File: src/rtl/awg_pkg.sv
// rtl/awg_pkg.sv - shared constants, FSM encoding and legacy preset table for the AWG command parser
//   No ports; imported by awg_dec_accum and awg_cmd_ctrl.
package awg_pkg;

  localparam int ACC_W = 20;

  localparam logic [7:0] ASC_W   = 8'h57;
  localparam logic [7:0] ASC_F   = 8'h46;
  localparam logic [7:0] ASC_A   = 8'h41;
  localparam logic [7:0] ASC_P   = 8'h50;
  localparam logic [7:0] ASC_S   = 8'h53;
  localparam logic [7:0] ASC_0   = 8'h30;
  localparam logic [7:0] ASC_4   = 8'h34;
  localparam logic [7:0] ASC_9   = 8'h39;
  localparam logic [7:0] ASC_CR  = 8'h0D;
  localparam logic [7:0] ASC_LF  = 8'h0A;
  localparam logic [7:0] ASC_ESC = 8'h1B;

  typedef enum logic [1:0] {
    S_IDLE = 2'd0,
    S_CHAN = 2'd1,
    S_NUM  = 2'd2
  } state_t;

  // Legacy single-key presets typed in IDLE; they always target channel 0.
  function automatic logic is_preset(input logic [7:0] b);
    return (b >= ASC_0) && (b <= ASC_4);
  endfunction

  function automatic logic [ACC_W-1:0] preset_freq(input logic [7:0] b);
    logic [ACC_W-1:0] f;
    case (b)
      8'h31:   f = 20'd1;
      8'h32:   f = 20'd524;
      8'h33:   f = 20'd100;
      8'h34:   f = 20'd1000;
      8'h30:   f = 20'd10000;
      default: f = 20'd0;
    endcase
    return f;
  endfunction

endpackage

File: src/rtl/awg_dec_accum.sv
// rtl/awg_dec_accum.sv - saturating 20-bit decimal accumulator for command arguments
//   clk, rst_n      clock, asynchronous active-low reset
//   clear           restart the number (acc=0, ovf=0, has_digit=0)
//   digit, valid    one decimal digit 0..9 to shift in
//   acc             accumulated value, saturates at 2^20-1
//   ovf             sticky: a digit pushed the value past 2^20-1
//   has_digit       at least one digit seen since clear
module awg_dec_accum
  import awg_pkg::*;
(
  input  logic             clk,
  input  logic             rst_n,
  input  logic             clear,
  input  logic [3:0]       digit,
  input  logic             valid,
  output logic [ACC_W-1:0] acc,
  output logic             ovf,
  output logic             has_digit
);

  localparam logic [ACC_W-1:0] ACC_MAX = '1;

  // 24 bits holds (2^20-1)*10+9 without wrapping, so overflow is detected exactly.
  logic [23:0] next_val;
  assign next_val = 24'(acc) * 24'd10 + 24'(digit);

  always_ff @(posedge clk or negedge rst_n) begin
    if (!rst_n) begin
      acc       <= '0;
      ovf       <= 1'b0;
      has_digit <= 1'b0;
    end else if (clear) begin
      acc       <= '0;
      ovf       <= 1'b0;
      has_digit <= 1'b0;
    end else if (valid) begin
      has_digit <= 1'b1;
      if (ovf || (next_val > 24'(ACC_MAX))) begin
        acc <= ACC_MAX;
        ovf <= 1'b1;
      end else begin
        acc <= next_val[ACC_W-1:0];
      end
    end
  end

endmodule

File: src/rtl/awg_cmd_ctrl.sv
// rtl/awg_cmd_ctrl.sv - ASCII command parser and per-channel AWG parameter register file with tick sweep
//   clk, rst_n      clock, asynchronous active-low reset
//   rx_data/valid   received byte and its 1-cycle strobe
//   tick            1-cycle sweep strobe
//   wave/freq/amp/phase  per-channel parameters, channel 0 in the LSBs
//   sweep_en        per-channel sweep enable
//   cmd_ok/cmd_err  1-cycle pulses: command committed / rejected
module awg_cmd_ctrl
  import awg_pkg::*;
#(
  parameter int N_CH       = 2,
  parameter int FREQ_W     = 14,
  parameter int AMP_W      = 8,
  parameter int PHASE_W    = 8,
  parameter int WAVE_W     = 5,
  parameter int DEF_WAVE   = 3,
  parameter int DEF_FREQ   = 1,
  parameter int DEF_AMP    = 50,
  parameter int DEF_PHASE  = 50,
  parameter int FREQ_MAX   = 10000,
  parameter int SWEEP_STEP = 100
) (
  input  logic                    clk,
  input  logic                    rst_n,
  input  logic [7:0]              rx_data,
  input  logic                    rx_valid,
  input  logic                    tick,
  output logic [N_CH*WAVE_W-1:0]  wave,
  output logic [N_CH*FREQ_W-1:0]  freq,
  output logic [N_CH*AMP_W-1:0]   amp,
  output logic [N_CH*PHASE_W-1:0] phase,
  output logic [N_CH-1:0]         sweep_en,
  output logic                    cmd_ok,
  output logic                    cmd_err
);

  localparam logic [ACC_W-1:0] FREQ_MAX_A = ACC_W'(FREQ_MAX);

  state_t             state;
  logic [7:0]         op_r;
  logic [2:0]         ch_r;
  logic [WAVE_W-1:0]  wave_r  [N_CH];
  logic [FREQ_W-1:0]  freq_r  [N_CH];
  logic [AMP_W-1:0]   amp_r   [N_CH];
  logic [PHASE_W-1:0] phase_r [N_CH];
  logic [N_CH-1:0]    sweep_r;

  logic [ACC_W-1:0] acc;
  logic             ovf, has_digit;
  logic             is_digit, is_term, is_esc, is_op, ch_ok, commit_good;
  logic [ACC_W-1:0] field_max, preset_p, preset_val;

  always_comb begin
    is_digit = (rx_data >= ASC_0) && (rx_data <= ASC_9);
    is_term  = (rx_data == ASC_CR) || (rx_data == ASC_LF);
    is_esc   = (rx_data == ASC_ESC);
    is_op    = (rx_data == ASC_W) || (rx_data == ASC_F) || (rx_data == ASC_A) ||
               (rx_data == ASC_P) || (rx_data == ASC_S);
    ch_ok    = is_digit && (int'(rx_data[3:0]) < N_CH);
    case (op_r)
      ASC_F:   field_max = FREQ_MAX_A;
      ASC_A:   field_max = ACC_W'((1 << AMP_W) - 1);
      ASC_P:   field_max = ACC_W'((1 << PHASE_W) - 1);
      ASC_W:   field_max = ACC_W'((1 << WAVE_W) - 1);
      default: field_max = 20'd1;
    endcase
    commit_good = has_digit && !ovf && (acc <= field_max);
    preset_p    = preset_freq(rx_data);
    preset_val  = (preset_p > FREQ_MAX_A) ? FREQ_MAX_A : preset_p;
  end

  awg_dec_accum u_accum (
    .clk       (clk),
    .rst_n     (rst_n),
    .clear     (rx_valid && (state == S_CHAN) && ch_ok),
    .digit     (rx_data[3:0]),
    .valid     (rx_valid && (state == S_NUM) && is_digit),
    .acc       (acc),
    .ovf       (ovf),
    .has_digit (has_digit)
  );

  // One extra bit on the sum so a step past FREQ_MAX is seen, never truncated.
  function automatic logic [FREQ_W-1:0] sweep_next(input logic [FREQ_W-1:0] f);
    logic [FREQ_W:0] sum;
    sum = {1'b0, f} + (FREQ_W+1)'(SWEEP_STEP);
    return (sum > (FREQ_W+1)'(FREQ_MAX)) ? FREQ_W'(1) : sum[FREQ_W-1:0];
  endfunction

  always_ff @(posedge clk or negedge rst_n) begin
    if (!rst_n) begin
      state   <= S_IDLE;
      op_r    <= '0;
      ch_r    <= '0;
      sweep_r <= '0;
      cmd_ok  <= 1'b0;
      cmd_err <= 1'b0;
      for (int i = 0; i < N_CH; i++) begin
        wave_r[i]  <= WAVE_W'(DEF_WAVE);
        freq_r[i]  <= FREQ_W'(DEF_FREQ);
        amp_r[i]   <= AMP_W'(DEF_AMP);
        phase_r[i] <= PHASE_W'(DEF_PHASE);
      end
    end else begin
      cmd_ok  <= 1'b0;
      cmd_err <= 1'b0;
      // Sweep first; a frequency write below on the same edge overrides it for that channel.
      if (tick) begin
        for (int i = 0; i < N_CH; i++)
          if (sweep_r[i]) freq_r[i] <= sweep_next(freq_r[i]);
      end
      if (rx_valid) begin
        if (is_esc) begin
          state <= S_IDLE;
        end else begin
          case (state)
            S_IDLE: begin
              if (is_op) begin
                op_r  <= rx_data;
                state <= S_CHAN;
              end else if (is_preset(rx_data)) begin
                freq_r[0] <= preset_val[FREQ_W-1:0];
                cmd_ok    <= 1'b1;
              end else if (!is_term) begin
                cmd_err <= 1'b1;
              end
            end
            S_CHAN: begin
              if (ch_ok) begin
                ch_r  <= rx_data[2:0];
                state <= S_NUM;
              end else begin
                cmd_err <= 1'b1;
                state   <= S_IDLE;
              end
            end
            S_NUM: begin
              if (is_term) begin
                state <= S_IDLE;
                if (commit_good) begin
                  cmd_ok <= 1'b1;
                  for (int i = 0; i < N_CH; i++) begin
                    if (ch_r == 3'(i)) begin
                      case (op_r)
                        ASC_F:   freq_r[i]  <= acc[FREQ_W-1:0];
                        ASC_A:   amp_r[i]   <= acc[AMP_W-1:0];
                        ASC_P:   phase_r[i] <= acc[PHASE_W-1:0];
                        ASC_W:   wave_r[i]  <= acc[WAVE_W-1:0];
                        default: sweep_r[i] <= acc[0];
                      endcase
                    end
                  end
                end else begin
                  cmd_err <= 1'b1;
                end
              end else if (!is_digit) begin
                cmd_err <= 1'b1;
                state   <= S_IDLE;
              end
            end
            default: state <= S_IDLE;
          endcase
        end
      end
    end
  end

  for (genvar g = 0; g < N_CH; g++) begin : g_flat
    assign wave[g*WAVE_W +: WAVE_W]    = wave_r[g];
    assign freq[g*FREQ_W +: FREQ_W]    = freq_r[g];
    assign amp[g*AMP_W +: AMP_W]       = amp_r[g];
    assign phase[g*PHASE_W +: PHASE_W] = phase_r[g];
  end
  assign sweep_en = sweep_r;

endmodule

File: config.mk
export PLATFORM = sky130hd
export DESIGN_NAME = awg_cmd_ctrl
export DESIGN_NICKNAME = d
export VERILOG_FILES = /design/src/rtl/awg_pkg.sv /design/src/rtl/awg_dec_accum.sv /design/src/rtl/awg_cmd_ctrl.sv
export SDC_FILE = /design/constraint.sdc
export NUM_CORES = 1
export LEC_CHECK = 0
export ABC_AREA = 1
export CAP_MARGIN = 20
export CORE_ASPECT_RATIO = 1.2
export CORE_MARGIN = 8
export CORE_UTILIZATION = 35
export DETAILED_ROUTE_END_ITERATION = 10
export GPL_TIMING_DRIVEN = 0
export PLACE_DENSITY = 0.65
export SLEW_MARGIN = 15
export SYNTH_ARGS = -nofsm -noshare
export SYNTH_HDL_FRONTEND = slang
export SYNTH_SLANG_ARGS = --single-unit
File: constraint.sdc
create_clock -name clk -period 3.6 [get_ports clk]
set_input_delay 0.54 -clock clk [delete_from_list [all_inputs] [get_ports clk]]
set_output_delay 0.54 -clock clk [all_outputs]
set_load 0.03 [all_outputs]
### Yosys cells after proc, flatten, opt, wreduce, memory -nomap -nowiden

Index checks and enable logic that the tools add are counted.
Widths: inputs -> output; s select.

* flip-flop bits (word level): 109
* bits in latches: 0
* RAM bits: 0
* memory bits (read-only): 0
* memories: 0

* add/subtract/negate cells: 3
* multiply operators: 1
* divide/modulo/power cells: 0
* magnitude comparators: 9
* eq/ne operators: 22
* shift-type cells: 0
* multiplexer cells: 51
* bitwise operators: 2
* reduce and logical (&&, ||, !) cells: 34

Operator list (number)
* $mux 14: 12
* $mux 28: 5
* $eq 8x7->1 const B: 9
* $pmux 14 s5: 1
* $mux 20: 3
* $reduce_and 7->1: 8
* $pmux 14 s3: 1
* $eq 8x6->1 const B: 5
* $add 14x7->15 const B: 2
* $gt 15x14->1 const B: 2
* $pmux 14 s2: 1
* $add 24x4->24: 1
* $gt 24x20->1 const B: 1
* $mul 20x3->23 const B: 1
* $gt 20x14->1 const B: 1
* $le 20x20->1: 1
* $mux 1: 20
* $eq 8x4->1 const B: 2
* $le 8x6->1 const B: 2
* $mux 2: 5
* $logic_and 1x1->1: 9
* $eq 8x5->1 const B: 1
* $ge 8x6->1 const B: 1
* $reduce_and 4->1: 2
* other kinds (19): 26

### Longest topological paths before layout

* depth after elaboration: 12
* mapped depth: 24
* mapped depth without buffers: 24

### Hierarchy

A second synthesis with hierarchy kept.

* cells, all modules: 1187
* area total of the unflattened synthesis: 8226.6 sq um

Modules (own cells, without submodules)
* awg_cmd_ctrl: instances 1, cells each 725, area each 5278.8 sq um, sequential area each 2199.6 sq um
* awg_dec_accum: instances 1, cells each 462, area each 2947.8 sq um, sequential area each 550.5 sq um

### Worst setup path after synthesis

Ideal clock, no wire load.

* kind: register to register
* from: reg u_accum.acc[1]
* to: reg u_accum.acc[19]
* arrival time: 3005 ps
* data required time: 3479 ps
* setup slack: 474 ps
* stages on the path, launching flop included: 20
* path buffers: 1
* clock period less this slack: 3126 ps
* path through: dfrtp_1 ha_1 ha_1 fa_1 nand2_1 nor2_1 nand2_1 a21oi_4 nand3_4 nor2_8 nand2_4 nor2_8 nand2_2 nor2_2 nand3_1 nand2_1 nand2_1 o21ai_2 buf_6 nand2_2

* word-level cells in the longest chain between the ends: 7

RTL lines
* start, declared: line awg_dec_accum.sv:16 `output logic [ACC_W-1:0] acc,`
* start signal, assigned: line awg_dec_accum.sv:42 `acc <= next_val[ACC_W-1:0];`
* $mul 20x3->23 *: line awg_dec_accum.sv:25 `assign next_val = 24'(acc) * 24'd10 + 24'(digit);`
* $add 24x4->24 *: line awg_dec_accum.sv:25
* $gt 24x20->1: line awg_dec_accum.sv:38 `if (ovf || (next_val > 24'(ACC_MAX))) begin`
* $logic_or 1x1->1: line awg_dec_accum.sv:38
* $mux 20 *: line awg_dec_accum.sv:38
* $mux 20 *: line awg_dec_accum.sv:36 `end else if (valid) begin`
* $mux 20 *: line awg_dec_accum.sv:32 `end else if (clear) begin`

Every way passes the cells marked *; elsewhere a longest branch is shown, timed or not. The select of a mux whose other input is x is not followed.
A chain may end at the register's enable or synchronous reset.

### Worst setup path in the final report

* from: reg op_r[6]
* to: reg amp_r, in the netlist amp[0]

* word-level cells in the longest chain between the ends: 6
* elaborated cells on any way between the ends: 9
* those cells by class: order compare: 1; eq/ne: 4; mux: 1; reduce/logical: 3

RTL lines
* start, declared: line awg_cmd_ctrl.sv:40 `logic [7:0] op_r;`
* start signal, assigned: line awg_cmd_ctrl.sv:119 `op_r <= rx_data;`
* $eq 8x7->1 (on tied branches): line awg_cmd_ctrl.sv:60, awg_cmd_ctrl.sv:144
* $reduce_or 2->1 (no line)
* $pmux 14 s3: line awg_cmd_ctrl.sv:60 `case (op_r)`
* $le 20x20->1: line awg_cmd_ctrl.sv:67 `commit_good = has_digit && !ovf && (acc <= field_max);`
* $logic_and 1x1->1: line awg_cmd_ctrl.sv:67
* $reduce_and 7->1 (no line) *
* end signal, assigned by index: line awg_cmd_ctrl.sv:101 `amp_r[i] <= AMP_W'(DEF_AMP);`
* end signal, assigned by index: line awg_cmd_ctrl.sv:146 `ASC_A: amp_r[i] <= acc[AMP_W-1:0];`
* end, declared: line awg_cmd_ctrl.sv:44 `logic [AMP_W-1:0] amp_r [N_CH];`

Every way passes the cells marked *; elsewhere a longest branch is shown, timed or not.

==> results.ini <==
[outcome]
status=finished clean

[power_and_ir_drop]
p_per_area_nw_per_um2=458
leakage_nw=5.22
vdd.ir_drop.worst_mv=0.242

[setup_path]
r2r_start=op_r[6]
crit_path_end_kind=flip-flop
reg2reg_depth=18
required_ns=3.87
critical_path_class=flip-flop to flip-flop
arrival_ns=3.72
critPathLaunchType=flip-flop
path_max_fanout=10
rrSetupSlack_ns=0.15
r2r_end=amp[0]

[grt]
grt_max_degree=70
grt_pass1_vias=7822
grt_overflow=0
grt_first_pass_wirelength_um=38800
grtUsageTotal_pct=16.6
antenna_found_initial=0

[synthesis]
async_reset_ff_share_pct=100
synth_area_um2=8370
synth_top_area_share_pct=27.2
yosys-top-cells-count=nand2_1, inv_1, nand3_1
yosys_warnings=0
ys_types=50
synth_fp_nets=1293
yosys_register_bits=109
synth.area.top_cells=dfrtp_1, nand2_1, ha_1
synth_enable_flop_cells=0
synth-main-ff-cell=dfrtp_1
postSynthCellCount=1225
yosysTopAreaCell=dfrtp_1
synth.most_common_cell=nand2_1
syn_avg_cell_area_um2=6.84
ys_seq_area_share_pct=32.8

[finish]
num-fill-cells=2489
final_area_um2=10300
layout-drive-gt1-share_pct=12.0
num_antenna_cells=0
syn_to_final_growth_pct=23.0
fin_util_pct=43.4
final_nets=1403

[floorplan]
die_h_um=185
core_um2=23700
fp.dieW_um=157
row_count=62
initial_core_util_pct=35.3
pin_count=86
fp.dieArea_um2=29100

[placement]
place_area_um2=9650
hpwl_um=19400
routabilityCongestion=0.897
portBuffers=85

[sta]
worstMarginPinSlew_ns=0.706
slew_headroom_pct=52.5
whs_ns=0.0903
max_freq_ghz=0.290
finalSetupViolations=0
fin_skew_ns=0.0145
drv_slew=0
min_period_over_period_pct=95.8
finalHoldViolCount=0
fin_crit_ns=3.45

[job]
maxCapViolCount=0

[drt]
post-route-drc-count=0
first_iter_violations=423
ant_nets=0
drt_wl_total_um=24500
wl_per_cell_um=14.7
vias=8128
avgViaCountPerCell=4.90
first_pass_iters=5

[clock_tree]
cts_buffers=9
htreeDepth=3
cts.sinks=109
cts.clk_slew.worst_paths_ns=0.08
cts_tree=yes
clock_path_buffers=2
cts_root_buffer=clkbuf_16
insertion_delay_ns=0.37
ctsHoldBuffers=0

[hold_path]
hp-class=input pin to async pin

[flip-flops by register name (all words and copies together) (netlist names)]
| signal | cells |
|---|---|
| op_r | 8 |
| cmd_ok | 1 |
| freq | 28 |
| amp | 16 |
| u_accum.ovf | 1 |
| wave | 10 |
| sweep_en | 2 |
| cmd_err | 1 |
| state | 2 |
| u_accum.acc | 20 |
| phase | 16 |
| ch_r | 3 |
| u_accum.has_digit | 1 |
[what timing repair did]
action | CTS | global route
hold endpoints to repair | 0 | 0
pin swaps | 0 | 6
endpoints found under the setup margin | 70 | 87
setup buffers | 0 | 13
cloned | 0 | 2
resized for setup | 15 | 43
[power breakdown]
group          switching [W]  total, W  internal [W]
combinational        0.00151   0.00229      0.000777
clock               0.000511   0.00101      0.000496
sequential          0.000119   0.00142       0.00130
total                0.00214   0.00471       0.00258
[worst max path at each step]
stage	slack [ns]	cells after the start	end	start
after floorplan	0.47	19	u_accum.acc[19]	u_accum.acc[1]
after global placement	-2.26	1	wave[3]	rst_n
after detailed placement	-0.55	17	amp[6]	op_r[4]
after CTS	0.004	20	u_accum.acc[0]	u_accum.acc[1]
after global routing	-0.05	19	amp[2]	op_r[6]
final	0.15	18	amp[0]	op_r[6]
[placed cells by master (no fill, tap or decap), drive strengths merged, types with 5 or more instances in the layout]
cell           instances
a21oi                 31
a31oi                  6
buf                   20
clkbuf                19
clkdlybuf4s50         83
clkinv                 6
dfrtp                 91
dfstp                 18
ha                    54
inv                  196
nand2                385
nand3                108
nand4                 24
nor2                 103
nor3                  22
o21ai                104
o22ai                  9
or2                    5
xnor2                  5
xor2                  20
[through the flow]
stage | cells | TNS, ns | worst slack (ns) | power (W)
global route | 1660 | -0.447 | -0.0529 | 0.00507
CTS | 1647 | 0 | 0.00375 | 0.00465
floorplan | 1225 | 0 | 0.474 | 0.00306
detailed placement | 1631 | -27.76 | -0.546 | 0.00360
finish | 1660 | 0 | 0.150 | 0.00471
global placement | 1630 | -245.09 | -2.26 | 0.00356
[layout make-up]
type	instances	area [µm²]	share of cell area, %
Inverter	195	732	7.10
Timing Repair Buffer	101	1040	10.1
Sequential cell	109	2760	26.7
Clock inverter	7	77.6	0.753
Buffer	13	87.6	0.850
Tap cell	320	400	3.89
Clock buffer	9	225	2.19
Multi-Input combinational cell	906	4980	48.4
[metal layers]
| metal | part of all wire, % | track usage, % |
|---|---|---|
| met1 | 42 | 19.1 |
| met2 | 52 | 31.2 |
| met3 | 3.1 | 1.26 |
| met4 | 2.5 | 6.18 |
| met5 | 0 | 0 |
[cell families after synthesis]
logic type	after synthesis	share of synthesized area (%)
AO/OA/AOI/OAI	165	10.9
adder cells (fa/ha/maj)	56	8.55
AND/OR/NAND/NOR	659	35.4
flip-flops	109	32.8
multiplexers	1	0.120
XOR/XNOR	25	2.62
buffers and inverters	210	9.59
[critical path: stages, from the launching register on]
cell     delay (ns)
dfrtp_1        0.35
inv_1          0.08
nor4_4         0.34
inv_1          0.12
nor3_4         0.29
nor3_2         0.10
nand2_1        0.11
inv_1          0.07
ha_1           0.27
nand4_1        0.16
nor3_2         0.20
nand3_1        0.09
o21ai_1        0.14
nand3_1        0.13
nor3_4         0.28
buf_4          0.18
nand3_4        0.11
buf_6          0.18
o21ai_0        0.16
Power figures use the tool's default switching activity.
